[src/rtl/hook_pkg.sv]
// Shared types and constants for the hook rope controller.
// Holds the FSM state enum, angle/screen limits and coordinate clamp.
package hook_pkg;

  typedef enum logic [1:0] {
    SWING,
    EXTEND,
    RETRACT
  } hook_state_t;

  localparam int ANG_MAX    = 32;
  localparam int ANG_CENTER = 16;
  localparam int SCREEN_W   = 640;
  localparam int SCREEN_H   = 480;
  localparam int Q_FRAC     = 8;

  function automatic logic [10:0] clamp_coord(
    input logic signed [12:0] v,
    input int                 hi
  );
    logic signed [12:0] top;
    top = 13'(hi);
    if (v < 13'sd0) return 11'd0;
    if (v > top) return 11'(top);
    return 11'(v);
  endfunction

endpackage

[src/rtl/hook_rope_controller_if.sv]
// Frame, key, collision inputs and line-drawing outputs of the rope.
// master drives the inputs and reads the line; slave is the controller.
interface hook_rope_controller_if;

  logic        startOfFrame;
  logic        fireKey;
  logic        hookCollision;
  logic        borderCollision;
  logic [2:0]  objectWeight;
  logic [10:0] x1;
  logic [10:0] y1;
  logic [10:0] x2;
  logic [10:0] y2;
  logic [4:0]  width;
  logic [7:0]  lineColor;
  logic [1:0]  hookState;
  logic        delivered;

  modport master (
    output startOfFrame, fireKey,
    output hookCollision, borderCollision,
    output objectWeight,
    input  x1, y1, x2, y2,
    input  width, lineColor,
    input  hookState, delivered
  );

  modport slave (
    input  startOfFrame, fireKey,
    input  hookCollision, borderCollision,
    input  objectWeight,
    output x1, y1, x2, y2,
    output width, lineColor,
    output hookState, delivered
  );

endinterface

[src/rtl/hook_trig_lut.sv]
// Angle index to Q1.8 sin/cos ROM, 5 degree steps over +-80 degrees.
// Ports: ang (0..32) in; sin_q, cos_q signed 10b out.
module hook_trig_lut
  import hook_pkg::*;
(
  input  logic [5:0]        ang,
  output logic signed [9:0] sin_q,
  output logic signed [9:0] cos_q
);

  logic [5:0]        k;
  logic signed [9:0] s_mag;
  logic signed [9:0] c_mag;

  // Fold onto |angle|: cos is even, sin is odd.
  always_comb begin
    if (ang >= 6'(ANG_CENTER)) k = ang - 6'(ANG_CENTER);
    else k = 6'(ANG_CENTER) - ang;
    case (k)
      6'd0:  {s_mag, c_mag} = {10'sd0,   10'sd256};
      6'd1:  {s_mag, c_mag} = {10'sd22,  10'sd255};
      6'd2:  {s_mag, c_mag} = {10'sd44,  10'sd252};
      6'd3:  {s_mag, c_mag} = {10'sd66,  10'sd247};
      6'd4:  {s_mag, c_mag} = {10'sd88,  10'sd241};
      6'd5:  {s_mag, c_mag} = {10'sd108, 10'sd232};
      6'd6:  {s_mag, c_mag} = {10'sd128, 10'sd222};
      6'd7:  {s_mag, c_mag} = {10'sd147, 10'sd210};
      6'd8:  {s_mag, c_mag} = {10'sd165, 10'sd196};
      6'd9:  {s_mag, c_mag} = {10'sd181, 10'sd181};
      6'd10: {s_mag, c_mag} = {10'sd196, 10'sd165};
      6'd11: {s_mag, c_mag} = {10'sd210, 10'sd147};
      6'd12: {s_mag, c_mag} = {10'sd222, 10'sd128};
      6'd13: {s_mag, c_mag} = {10'sd232, 10'sd108};
      6'd14: {s_mag, c_mag} = {10'sd241, 10'sd88};
      6'd15: {s_mag, c_mag} = {10'sd247, 10'sd66};
      6'd16: {s_mag, c_mag} = {10'sd252, 10'sd44};
      default: {s_mag, c_mag} = {10'sd0, 10'sd256};
    endcase
    sin_q = (ang < 6'(ANG_CENTER)) ? -s_mag : s_mag;
    cos_q = c_mag;
  end

endmodule

[src/rtl/hook_rope_controller.sv]
// Rope swing/extend/retract FSM with per-frame endpoint computation.
// Ports: clk, resetN (async low), bus (slave side of the rope interface).
module hook_rope_controller
  import hook_pkg::*;
#(
  parameter int         PIVOT_X       = 320,
  parameter int         PIVOT_Y       = 40,
  parameter int         MIN_LEN       = 32,
  parameter int         MAX_LEN       = 400,
  parameter int         EXTEND_SPEED  = 4,
  parameter int         RETRACT_SPEED = 6,
  parameter int         ROPE_WIDTH    = 2,
  parameter logic [7:0] ROPE_COLOR    = 8'h92
) (
  input logic clk,
  input logic resetN,
  hook_rope_controller_if.slave bus
);

  hook_state_t state;
  logic [5:0]  ang;
  logic        dir_dn;
  logic [9:0]  len;
  logic        loaded;
  logic [2:0]  wt;
  logic        hit_f;
  logic        bord_f;
  logic [2:0]  hit_wt;
  logic        fire_q;
  logic        fire_ok;
  logic        del_q;
  logic [10:0] x2_q;
  logic [10:0] y2_q;

  logic [5:0]         ang_nx;
  logic               fire_edge;
  logic [9:0]         up_len;
  logic [9:0]         dn_len;
  logic [9:0]         speed;
  logic signed [9:0]  sin_q;
  logic signed [9:0]  cos_q;
  logic signed [20:0] px;
  logic signed [20:0] py;
  logic signed [12:0] sx;
  logic signed [12:0] sy;

  hook_trig_lut u_lut (
    .ang   (ang),
    .sin_q (sin_q),
    .cos_q (cos_q)
  );

  always_comb begin
    ang_nx = dir_dn ? ang - 6'd1 : ang + 6'd1;
    // fire_ok: a key held through reset must be released first.
    fire_edge = bus.fireKey & ~fire_q & fire_ok;
    if (len >= 10'(MAX_LEN - EXTEND_SPEED))
      up_len = 10'(MAX_LEN);
    else
      up_len = len + 10'(EXTEND_SPEED);
    if (!loaded)
      speed = 10'(RETRACT_SPEED);
    else if ({7'd0, wt} >= 10'(RETRACT_SPEED))
      speed = 10'd1;
    else
      speed = 10'(RETRACT_SPEED) - {7'd0, wt};
    if (len <= 10'(MIN_LEN) + speed)
      dn_len = 10'(MIN_LEN);
    else
      dn_len = len - speed;
    px = $signed({11'd0, len}) * 21'(sin_q);
    py = $signed({11'd0, len}) * 21'(cos_q);
    sx = 13'(PIVOT_X) + 13'(px >>> Q_FRAC);
    sy = 13'(PIVOT_Y) + 13'(py >>> Q_FRAC);
  end

  always_ff @(posedge clk or negedge resetN) begin
    if (!resetN) begin
      state   <= SWING;
      ang     <= 6'(ANG_CENTER);
      dir_dn  <= 1'b0;
      len     <= 10'(MIN_LEN);
      loaded  <= 1'b0;
      wt      <= 3'd0;
      hit_f   <= 1'b0;
      bord_f  <= 1'b0;
      hit_wt  <= 3'd0;
      fire_q  <= 1'b0;
      fire_ok <= 1'b0;
      del_q   <= 1'b0;
      x2_q    <= 11'(PIVOT_X);
      y2_q    <= 11'(PIVOT_Y + MIN_LEN);
    end else begin
      del_q <= 1'b0;
      x2_q  <= clamp_coord(sx, SCREEN_W - 1);
      y2_q  <= clamp_coord(sy, SCREEN_H - 1);
      if (bus.hookCollision && (!hit_f || bus.startOfFrame))
        hit_wt <= bus.objectWeight;
      if (bus.hookCollision) hit_f <= 1'b1;
      if (bus.borderCollision) bord_f <= 1'b1;
      if (bus.startOfFrame) begin
        // Flags were just evaluated; restart them from this cycle.
        hit_f   <= bus.hookCollision;
        bord_f  <= bus.borderCollision;
        fire_q  <= bus.fireKey;
        fire_ok <= 1'b1;
        unique case (state)
          SWING: begin
            len <= 10'(MIN_LEN);
            if (fire_edge) begin
              state <= EXTEND;
            end else begin
              ang <= ang_nx;
              if (ang_nx == 6'(ANG_MAX)) dir_dn <= 1'b1;
              else if (ang_nx == 6'd0) dir_dn <= 1'b0;
            end
          end
          EXTEND: begin
            if (hit_f) begin
              state  <= RETRACT;
              loaded <= 1'b1;
              wt     <= hit_wt;
            end else if (bord_f || len >= 10'(MAX_LEN)) begin
              state  <= RETRACT;
              loaded <= 1'b0;
            end else begin
              len <= up_len;
            end
          end
          RETRACT: begin
            len <= dn_len;
            if (dn_len == 10'(MIN_LEN)) begin
              state  <= SWING;
              del_q  <= loaded;
              loaded <= 1'b0;
            end
          end
          default: state <= SWING;
        endcase
      end
    end
  end

  assign bus.x1        = 11'(PIVOT_X);
  assign bus.y1        = 11'(PIVOT_Y);
  assign bus.x2        = x2_q;
  assign bus.y2        = y2_q;
  assign bus.width     = 5'(ROPE_WIDTH);
  assign bus.lineColor = ROPE_COLOR;
  assign bus.hookState = state;
  assign bus.delivered = del_q;

endmodule
[src/flat_wrapper.sv]
// flat-port wrapper written by rule: the top's interface ports become plain ports
module hook_rope_controller_flat import hook_pkg::*;
#(
  parameter int         PIVOT_X       = 320,
  parameter int         PIVOT_Y       = 40,
  parameter int         MIN_LEN       = 32,
  parameter int         MAX_LEN       = 400,
  parameter int         EXTEND_SPEED  = 4,
  parameter int         RETRACT_SPEED = 6,
  parameter int         ROPE_WIDTH    = 2,
  parameter logic [7:0] ROPE_COLOR    = 8'h92
)
  (clk, resetN, bus_startOfFrame, bus_fireKey, bus_hookCollision, bus_borderCollision, bus_objectWeight, bus_x1, bus_y1, bus_x2, bus_y2, bus_width, bus_lineColor, bus_hookState, bus_delivered);
  hook_rope_controller_if bus_i ();
  input logic clk;
  input logic resetN;
  input wire logic [$bits(bus_i.startOfFrame)-1:0] bus_startOfFrame;
  input wire logic [$bits(bus_i.fireKey)-1:0] bus_fireKey;
  input wire logic [$bits(bus_i.hookCollision)-1:0] bus_hookCollision;
  input wire logic [$bits(bus_i.borderCollision)-1:0] bus_borderCollision;
  input wire logic [$bits(bus_i.objectWeight)-1:0] bus_objectWeight;
  output wire logic [$bits(bus_i.x1)-1:0] bus_x1;
  output wire logic [$bits(bus_i.y1)-1:0] bus_y1;
  output wire logic [$bits(bus_i.x2)-1:0] bus_x2;
  output wire logic [$bits(bus_i.y2)-1:0] bus_y2;
  output wire logic [$bits(bus_i.width)-1:0] bus_width;
  output wire logic [$bits(bus_i.lineColor)-1:0] bus_lineColor;
  output wire logic [$bits(bus_i.hookState)-1:0] bus_hookState;
  output wire logic [$bits(bus_i.delivered)-1:0] bus_delivered;
  assign bus_i.startOfFrame = bus_startOfFrame;
  assign bus_i.fireKey = bus_fireKey;
  assign bus_i.hookCollision = bus_hookCollision;
  assign bus_i.borderCollision = bus_borderCollision;
  assign bus_i.objectWeight = bus_objectWeight;
  assign bus_x1 = bus_i.x1;
  assign bus_y1 = bus_i.y1;
  assign bus_x2 = bus_i.x2;
  assign bus_y2 = bus_i.y2;
  assign bus_width = bus_i.width;
  assign bus_lineColor = bus_i.lineColor;
  assign bus_hookState = bus_i.hookState;
  assign bus_delivered = bus_i.delivered;
  hook_rope_controller #(.PIVOT_X(PIVOT_X), .PIVOT_Y(PIVOT_Y), .MIN_LEN(MIN_LEN), .MAX_LEN(MAX_LEN), .EXTEND_SPEED(EXTEND_SPEED), .RETRACT_SPEED(RETRACT_SPEED), .ROPE_WIDTH(ROPE_WIDTH), .ROPE_COLOR(ROPE_COLOR)) u_core (.clk(clk), .resetN(resetN), .bus(bus_i));
endmodule
[config.mk]
export PLATFORM = sky130hd
export DESIGN_NAME = hook_rope_controller_flat
export DESIGN_NICKNAME = d
export VERILOG_FILES = /design/src/rtl/hook_pkg.sv /design/src/rtl/hook_rope_controller_if.sv /design/src/rtl/hook_trig_lut.sv /design/src/rtl/hook_rope_controller.sv /design/src/flat_wrapper.sv
export SDC_FILE = /design/constraint.sdc
export NUM_CORES = 1
export LEC_CHECK = 0
export CORE_MARGIN = 2
export CORE_UTILIZATION = 58
export DETAILED_ROUTE_END_ITERATION = 7
export DONT_BUFFER_PORTS = 1
export MAX_ROUTING_LAYER = met4
export PLACE_DENSITY = 0.74
export SLEW_MARGIN = 10
export SYNTH_ARGS = -nofsm -noshare
export SYNTH_HDL_FRONTEND = slang
export SYNTH_SLANG_ARGS = --single-unit
[constraint.sdc]
create_clock -name clk -period 18.7 [get_ports clk]
set_input_delay 5.61 -clock clk [delete_from_list [all_inputs] [get_ports clk]]
set_output_delay 5.61 -clock clk [all_outputs]
set_load 0.005 [all_outputs]
### Yosys cells after proc, flatten, opt, wreduce, memory -nomap -nowiden

Memory sizes are Yosys's and may differ from the RTL's.
Index checks and enable logic that the tools add are counted.
Widths: inputs -> output; s select.

* output and inout bits: 60
* bits of input ports: 9
* logic and storage cells: 111
* memories kept: 1
* register bits after elaboration: 53
* memory bits (read-only): 544

Memory list
* (name not given): words 32, width 17, rd ports 1, clocked after memory_dff 0, wr ports 0, line hook_trig_lut.sv:19 `case (k)`

* $lt $le $gt $ge: 10
* $add $sub $neg: 11
* bitwise gates (word level): 4
* equal/unequal tests: 9
* multiplexer cells: 43
* reductions and logical operators: 17
* multipliers: 2

Operators with widths (number)
* $mux 11: 8
* $mux 10: 7
* $mul 11x10->21: 2
* $pmux 10 s3: 1
* $lt 13x1->1 const B: 2
* $ge 10x9->1 const B: 2
* $mux 20: 1
* $mux 1: 18
* $reduce_and 4->1: 4
* $add 10x13->13 const A: 1
* $add 7x13->13 const A: 1
* $gt 13x10->1 const B: 1
* $gt 13x11->1 const B: 1
* $mux 6: 2
* $add 10x3->10 const B: 1
* $add 6x10->10 const A: 1
* $eq 10x6->1 const B: 1
* $le 10x10->1: 1
* $neg 10->10: 1
* $sub 10x10->10: 1
* $mux 2: 4
* $reduce_bool 2->1: 4
* $add 6x1->6 const B: 1
* $eq 6x6->1 const B: 1
* other kinds (23): 29

### Depth between registers and ports, before layout

Gate-level depths: netlist of the first run.
An unclocked memory read counts as a cell.

* depth after elaboration: 13
* depth in mapped cells: 42
* depth with buffers taken out: 39

### Modules after synthesis

From an unflattened synthesis of the first run, not the netlist that was laid out.

* cells, all modules: 1357
* area total of the unflattened synthesis: 11556.1 µm²

By module, submodules not included
* hook_rope_controller: sequential area each 1333.8 µm², times used 1, cells each 1202, area each 10583.9 µm²
* hook_trig_lut: sequential area each 0.0 µm², times used 1, cells each 155, area each 972.2 µm²

### Worst setup path after synthesis of the first run

Ideal clock, no wire load.

* kind: register -> register
* start: reg u_core.ang[0]
* end: reg u_core.x2_q[0] (netlist: u_core.bus.x2[0])
* arrival time: 9023 ps
* stages on the path, launching flop included: 38
* clock period less this slack: 9164 ps
* path slack: 9536 ps
* setup time: 141 ps
* path buffers: 3
* required time: 18559 ps
* path through: dfrtp_1 buf_6 inv_1 ha_1 buf_6 or4_4 and2_1 clkbuf_1 nor3_1 a21o_1 nand2_1 nand3_1 nand2_1 o32ai_1 nand2_1 fa_1 inv_1 fa_1 (+2 left out) inv_1 fa_1 inv_1 fa_1 inv_1 ha_1 nand4_1 or3_1 a211oi_2 a21oi_1 o211a_1 or3_1 and2_1 ha_1 xnor2_1 nor4b_1 a211o_1 a31oi_1

* word-level cells in the longest chain between the ends: 13
* elaborated cells on any way between the ends: 19
* classes of those cells: add/sub (4); mul (1); order compare (4); mux (9); memory (1)

RTL lines
* start: declaration: line hook_rope_controller.sv:21 `logic [5:0] ang;`
* start signal: assignment: line hook_rope_controller.sv:80 `ang <= 6'(ANG_CENTER);`
* start signal: assignment: line hook_rope_controller.sv:113 `ang <= ang_nx;`
* $sub 5x6->6, or another cell as far along: line hook_trig_lut.sv:18 `else k = 6'(ANG_CENTER) - ang;`
* $mux 6: line hook_trig_lut.sv:17 `if (ang >= 6'(ANG_CENTER)) k = ang - 6'(ANG_CENTER);`
* $mem_v2 32x17
* $mux 20: line hook_trig_lut.sv:19
* $neg 10->10: line hook_trig_lut.sv:39 `sin_q = (ang < 6'(ANG_CENTER)) ? -s_mag : s_mag;`
* $mux 10 (*): line hook_trig_lut.sv:39
* $mul 11x10->21 (*): line hook_rope_controller.sv:71 `px = $signed({11'd0, len}) * 21'(sin_q);`
* $add 10x13->13 (*): line hook_rope_controller.sv:73 `sx = 13'(PIVOT_X) + 13'(px >>> Q_FRAC);`
* $gt 13x11->1: line hook_pkg.sv:24 `if (v > top) return 11'(top);`
* $mux 1 (2 in series): line hook_pkg.sv:24
* $mux 11: line hook_pkg.sv:25 `return 11'(v);`
* $mux 11 (*): line hook_pkg.sv:24
* end signal: assignment: line hook_rope_controller.sv:91 `x2_q <= 11'(PIVOT_X);`
* end signal: assignment: line hook_rope_controller.sv:95 `x2_q <= clamp_coord(sx, SCREEN_W - 1);`
* end: declaration: line hook_rope_controller.sv:32 `logic [10:0] x2_q;`

Mark *: on every way between the ends. The rest lies on a longest branch, timed or not. The select of a mux whose other input is x is not followed.
A chain may end at the register's enable or synchronous reset.

### Final worst setup path of the first run

* start: reg u_core.ang[5]
* end: reg u_core.x2_q[0] (netlist: u_core.bus.x2[0])

* word-level cells in the longest chain between the ends: 13
* elaborated cells on any way between the ends: 19
* classes of those cells: add/sub (4); mul (1); order compare (4); mux (9); memory (1)

RTL lines (line)
* $ge 6x5->1: hook_trig_lut.sv:17
* $mux 6: hook_trig_lut.sv:17
* $mem_v2 32x17
* $mux 20: hook_trig_lut.sv:19
* $neg 10->10: hook_trig_lut.sv:39
* $mux 10 (*): hook_trig_lut.sv:39
* $mul 11x10->21 (*): hook_rope_controller.sv:71
* $add 10x13->13 (*): hook_rope_controller.sv:73
* $gt 13x11->1: hook_pkg.sv:24
* $mux 1 (2 in series): hook_pkg.sv:24
* $mux 11: hook_pkg.sv:25
* $mux 11 (*): hook_pkg.sv:24

Marked as above.

==> flow_metrics.tcl, run 1 <==
set metrics [dict create \
    crit_top_cell "inv_1" \
    arrival_ps 11340 \
    rows 52 \
    relSlewSlack_pct 22.2 \
    finalClockSkew_ps 12.7 \
    routedWlPerCell_um 17.4 \
    clkLatencyLatePin_ps 320 \
    via_per_inst 5.95 \
    syn_area_um2 11800 \
    start_util_pct 58.8 \
    layout-drive-gt1-share_pct 5.76 \
    vias 9864 \
    synth_seq_cells 53 \
    cts_inserted_buffers 5 \
    crit_required_ps 18870 \
    cts_hold_buffers 0 \
    dieArea_um2 21500 \
    yosys_warnings 0 \
    gp_congestion 0.908 \
    die_x_um 147 \
    grt_pass1_vias 9463 \
    path_class "reg -> reg" \
    final.setup.tns_ps 0 \
    drc 0 \
    synth_edf_count 0 \
    cp-end-kind "flip-flop" \
    grt_start_max_net_pins 54 \
    synth.yosys.seq_area_share_pct 11.3 \
    crit_slowest_cell "nor2_1" \
    diodes 0 \
    worstPathMaxFanout 21 \
    fillCellCount 1818 \
    drt_pass1_iterations 5 \
    cts_tree "built" \
    grt_pass1_wl_um 47500 \
    hold_violations 0 \
    drt-initial-drc-count 767 \
    cts-resized-gates 0 \
    postCtsSetupBuffers 0 \
    final.min_clock_period_ps 11170 \
    antenna_found_initial 0 \
    ant_nets 0 \
    rsz0062_at_grt "no" \
    max_stage_delay_ps 690 \
    cap_violations 0 \
    avgSynthCellArea_um2 8.33 \
    die_y_um 147 \
    postRouteWirelength_um 28800 \
    coreArea_um2 20100 \
    root_buffer "clkbuf_16" \
    syn_inst 1418 \
    worstSetupStartpointType "flip-flop" \
    outcome "finished clean" \
    ys_async_sr_fraction_pct 100 \
    timing.final.max_slew_violations 0 \
    areaGrowthSynthToFinish_pct 1.79 \
    portBuffers 0 \
    tightestPinTransition_ps 1170 \
    hold_path.class "reg -> reg" \
    dp_hpwl_um 22600 \
    synth_cell_types 90 \
    clock-sinks 53 \
    grt_util_all_layers_pct 28.0 \
    fin_crit_sh_pct 59.7 \
    final_common_cell "inv_1" \
    finalSetupViolCount 0 \
    ios 69 \
    r2r_slack_ps 7530 \
    final_cell_mix "inv_1, ha_1, nand2_1" \
    final_nets 1672 \
    ys.flop_type "dfrtp_1" \
    grt_remaining_overflow 0 \
    htree_levels 2 \
    clk_transition_reported_paths_ps 100 \
    clk_path_buf_depth 2 \
    max_freq_ghz 0.0895 \
]
-- final timing paths --
check                                from          endpoint  cells past startpoint
max reg2reg                 u_core.ang[5]  u_core.bus.x2[0]                     38
min in group asynchronous          resetN     u_core.dir_dn                      0
min reg2reg                u_core.fire_ok    u_core.fire_ok                      1
max                         u_core.ang[5]  u_core.bus.x2[0]                     38
max in group asynchronous          resetN  u_core.bus.x2[6]                      0
min                        u_core.fire_ok    u_core.fire_ok                      1
-- per-layer routing --
| metal | global-route usage [%] | vias to the layer above | part of all wire (%) |
|---|---|---|---|
| met1 | 37.5 | 4800 | 43 |
| met4 | 7.43 | 0 | 2.6 |
| met5 | - | - | 0 |
| li1 | - | 4625 | - |
| met2 | 44.3 | 377 | 46 |
| met3 | 4.66 | 62 | 7.9 |
-- flip-flops by register name, summed over array words and instances (netlist names) --
register              flops
u_core.hit_wt             3
u_core.fire_ok            1
u_core.ang                6
u_core.bus.x2            11
u_core.wt                 3
u_core.dir_dn             1
u_core.len               10
u_core.bus.hookState      2
u_core.bus.delivered      1
u_core.bord_f             1
u_core.fire_q             1
u_core.bus.y2            11
u_core.hit_f              1
u_core.loaded             1
-- through the flow --
step                      worst slack (ps)  utilization (%)  hold slack (ps)  area (um^2)  instances
after CTS                             7720             59.8              491        12000       1659
final                                 7530             59.8              481        12000       1659
after floorplan                       9540                -              437        12000       1461
after global routing                  6760             59.8              513        12000       1659
after global placement                8220             59.0              463        11900       1651
after detailed placement              7840             59.0              469        11900       1651
-- cells in the mapped netlist, types with 4 or more instances --
cell       count  area share [%]
nor3_1        28             1.2
a211o_1        8            0.59
o31ai_1        4            0.25
buf_4         35             2.2
o21ai_0       50             2.1
o211a_1        4            0.34
a21oi_1       60             2.5
nand4_1        8            0.42
mux2_2        11             1.0
and2_2         5            0.32
buf_6          5            0.48
a2111oi_0      5            0.37
and3_1         8            0.42
o21ai_1        4            0.17
fa_1         118              20
o2111ai_1      6            0.44
nor4b_1        4            0.30
nand3b_1       4            0.25
nand2_1      154             4.9
xor2_1        13            0.96
a211oi_1      10            0.64
a21boi_0       7            0.44
o21bai_1       5            0.32
dfstp_2        6             1.3
or3_1         14            0.74
and2_1        71             3.8
ha_1         157              17
nand3_1       28             1.2
a21o_1        31             2.0
nor4_1         8            0.42
a31oi_1       15            0.79
or2_2         12            0.64
xnor2_1       29             2.2
dfrtp_1       47              10
o211ai_1       9            0.57
clkbuf_1      42             1.3
buf_2          6            0.25
nand2b_1      13            0.69
mux2i_1        4            0.34
inv_1        198             6.3
nor2b_1       15            0.79
nor2_1        67             2.1
o21a_1        12            0.76
o22ai_1        6            0.32
-- cell families after synthesis --
kind of cell | share of synthesized area [%]
mux | 1.61
compound gates | 16.6
flops | 11.3
fa+ha+maj | 36.6
other cells | 0.0636
buf+inv | 10.7
xor+xnor | 3.25
simple gates | 19.9
-- critical path: cells and delay by family, from the launching register on --
family,cells,cell delay [ps]
fa+ha+maj,9,3870
buf+inv,8,790
flops,1,630
simple gates,10,3390
xor+xnor,1,170
compound gates,10,2180
-- cell type report --
type	instances	area (um^2)	share of cell area [%]
clock buffers	5	125	1.04
clock inverters	3	26.3	0.219
inverters	199	747	6.21
multi-input cells	1119	9380	78.0
flip-flops and latches	53	1330	11.1
well taps	270	338	2.81
repair buffers	10	75.1	0.624
Power of run 1 is not shown: default switching activity piles up to over one toggle a cycle in this logic, so the estimate is an artifact.
==> run 2, diff against run 1 <==
- clock period: 18.7 -> 10.3 ns (I/O delays scaled with it)
==> flow_metrics.tcl, run 2 (same netlist as run 1, synthesis figures left out) <==
set metrics [dict create \
    cts_hold_buffers 0 \
    grt_pass1_wl_um 46400 \
    timing.rr.start "u_core.ang[1]" \
    start_util_pct 58.8 \
    clock-sinks 53 \
    routedWlPerCell_um 16.5 \
    worstPathMaxFanout 9 \
    relSlewSlack_pct 26.6 \
    layout-drive-gt1-share_pct 6.65 \
    drt-initial-drc-count 717 \
    path_class "reg -> reg" \
    hold_path.class "reg -> reg" \
    areaGrowthSynthToFinish_pct 2.61 \
    grt_pass1_vias 9358 \
    finalSetupViolCount 0 \
    htree_levels 2 \
    crit_slowest_cell "fa_1" \
    grt_remaining_overflow 0 \
    via_per_inst 5.87 \
    finalClockSkew_ps 5.87 \
    ios 69 \
    cap_violations 0 \
    hold_ws_ps 471 \
    cp-end-kind "flip-flop" \
    coreArea_um2 20100 \
    final.setup.tns_ps 0 \
    vias 9797 \
    die_x_um 147 \
    diodes 0 \
    timing.final.max_slew_violations 0 \
    outcome "finished clean" \
    final_common_cell "inv_1" \
    die_y_um 147 \
    drt_pass1_iterations 6 \
    arrival_ps 10000 \
    cts_tree "built" \
    drc 0 \
    portBuffers 0 \
    crit_top_cell "inv_1" \
    max_stage_delay_ps 540 \
    tightestPinTransition_ps 1100 \
    fin_crit_sh_pct 94.7 \
    dp_hpwl_um 21600 \
    grt_start_max_net_pins 54 \
    worstHoldPathCells 1 \
    clk_transition_reported_paths_ps 90 \
    root_buffer "clkbuf_16" \
    worstSetupStartpoint "u_core.ang[1]" \
    clkLatencyLatePin_ps 320 \
    reg2regPathDepth 39 \
    clk_path_buf_depth 2 \
    hold_violations 0 \
    ant_nets 0 \
    max_freq_ghz 0.102 \
    rows 52 \
    final.min_clock_period_ps 9760 \
    min-delay-start "u_core.fire_ok" \
    gp_congestion 0.986 \
    crit_required_ps 10550 \
    postRouteWirelength_um 27500 \
    dieArea_um2 21500 \
    final_cell_mix "inv_1, ha_1, nand2_1" \
    cts_inserted_buffers 5 \
    grt_util_all_layers_pct 27.2 \
    worstSetupStartpointType "flip-flop" \
    final_nets 1681 \
    antenna_found_initial 0 \
]
-- run 2: cell count changes in the layout (fill, tap and decap cells not counted), sizes merged --
cell,delta
buf,+9
-- run 2: final timing paths --
kind                            slack (ps)                to
worst max-delay path                   540  u_core.bus.x2[6]
worst min-delay path                   470    u_core.fire_ok
worst max register to register         540  u_core.bus.x2[6]
worst min register to register         470    u_core.fire_ok
max in group asynchronous             7640  u_core.bus.x2[8]
min in group asynchronous             2460  u_core.bus.y2[5]
-- run 2: cell type report --
cell class / instances / area (um^2)
Inverter: 199 / 747
Timing Repair Buffer: 19 / 143
Sequential cell: 53 / 1340
Tap cell: 270 / 338
Clock inverter: 3 / 26.3
Fill cell: 1811 / 7990
Multi-Input combinational cell: 1119 / 9400
Clock buffer: 5 / 125
-- run 2: timing repair --
action | CTS | global route
resized for setup | 0 | 7
endpoints found under the setup margin | 0 | 10
setup buffers | 0 | 2
-- run 2: worst max-delay path, delay by kind of cell (launching register included) --
| family | cells | cell delay, ps |
|---|---|---|
| buffers and inverters | 9 | 800 |
| AOI/OAI and AO/OA | 9 | 1790 |
| DFF | 1 | 450 |
| and+or+nand+nor | 10 | 2310 |
| adders and majority gates | 10 | 4080 |
| xor gates and xnor gates | 1 | 280 |
-- run 2: routing by layer --
metal / vias to the layer above / wire length [um] / GRT usage, %
li1: 4654 / - / -
met1: 4763 / 12400 / 38.1
met2: 341 / 12700 / 42.5
met3: 39 / 1930 / 3.79
met4: 0 / 463 / 5.68
met5: - / 0 / -
-- run 2: metrics by stage --
stage,setup slack (ps),cell area (um^2),std cells,utilization [%]
finish,543,12100,1668,60.3
global route,-3.34,12100,1668,60.3
CTS,350,12100,1666,60.1
detailed placement,367,11900,1658,59.3
global placement,708,11900,1658,59.3
floorplan,1140,12000,1461,-
Power of run 2 is left out for the same reason.
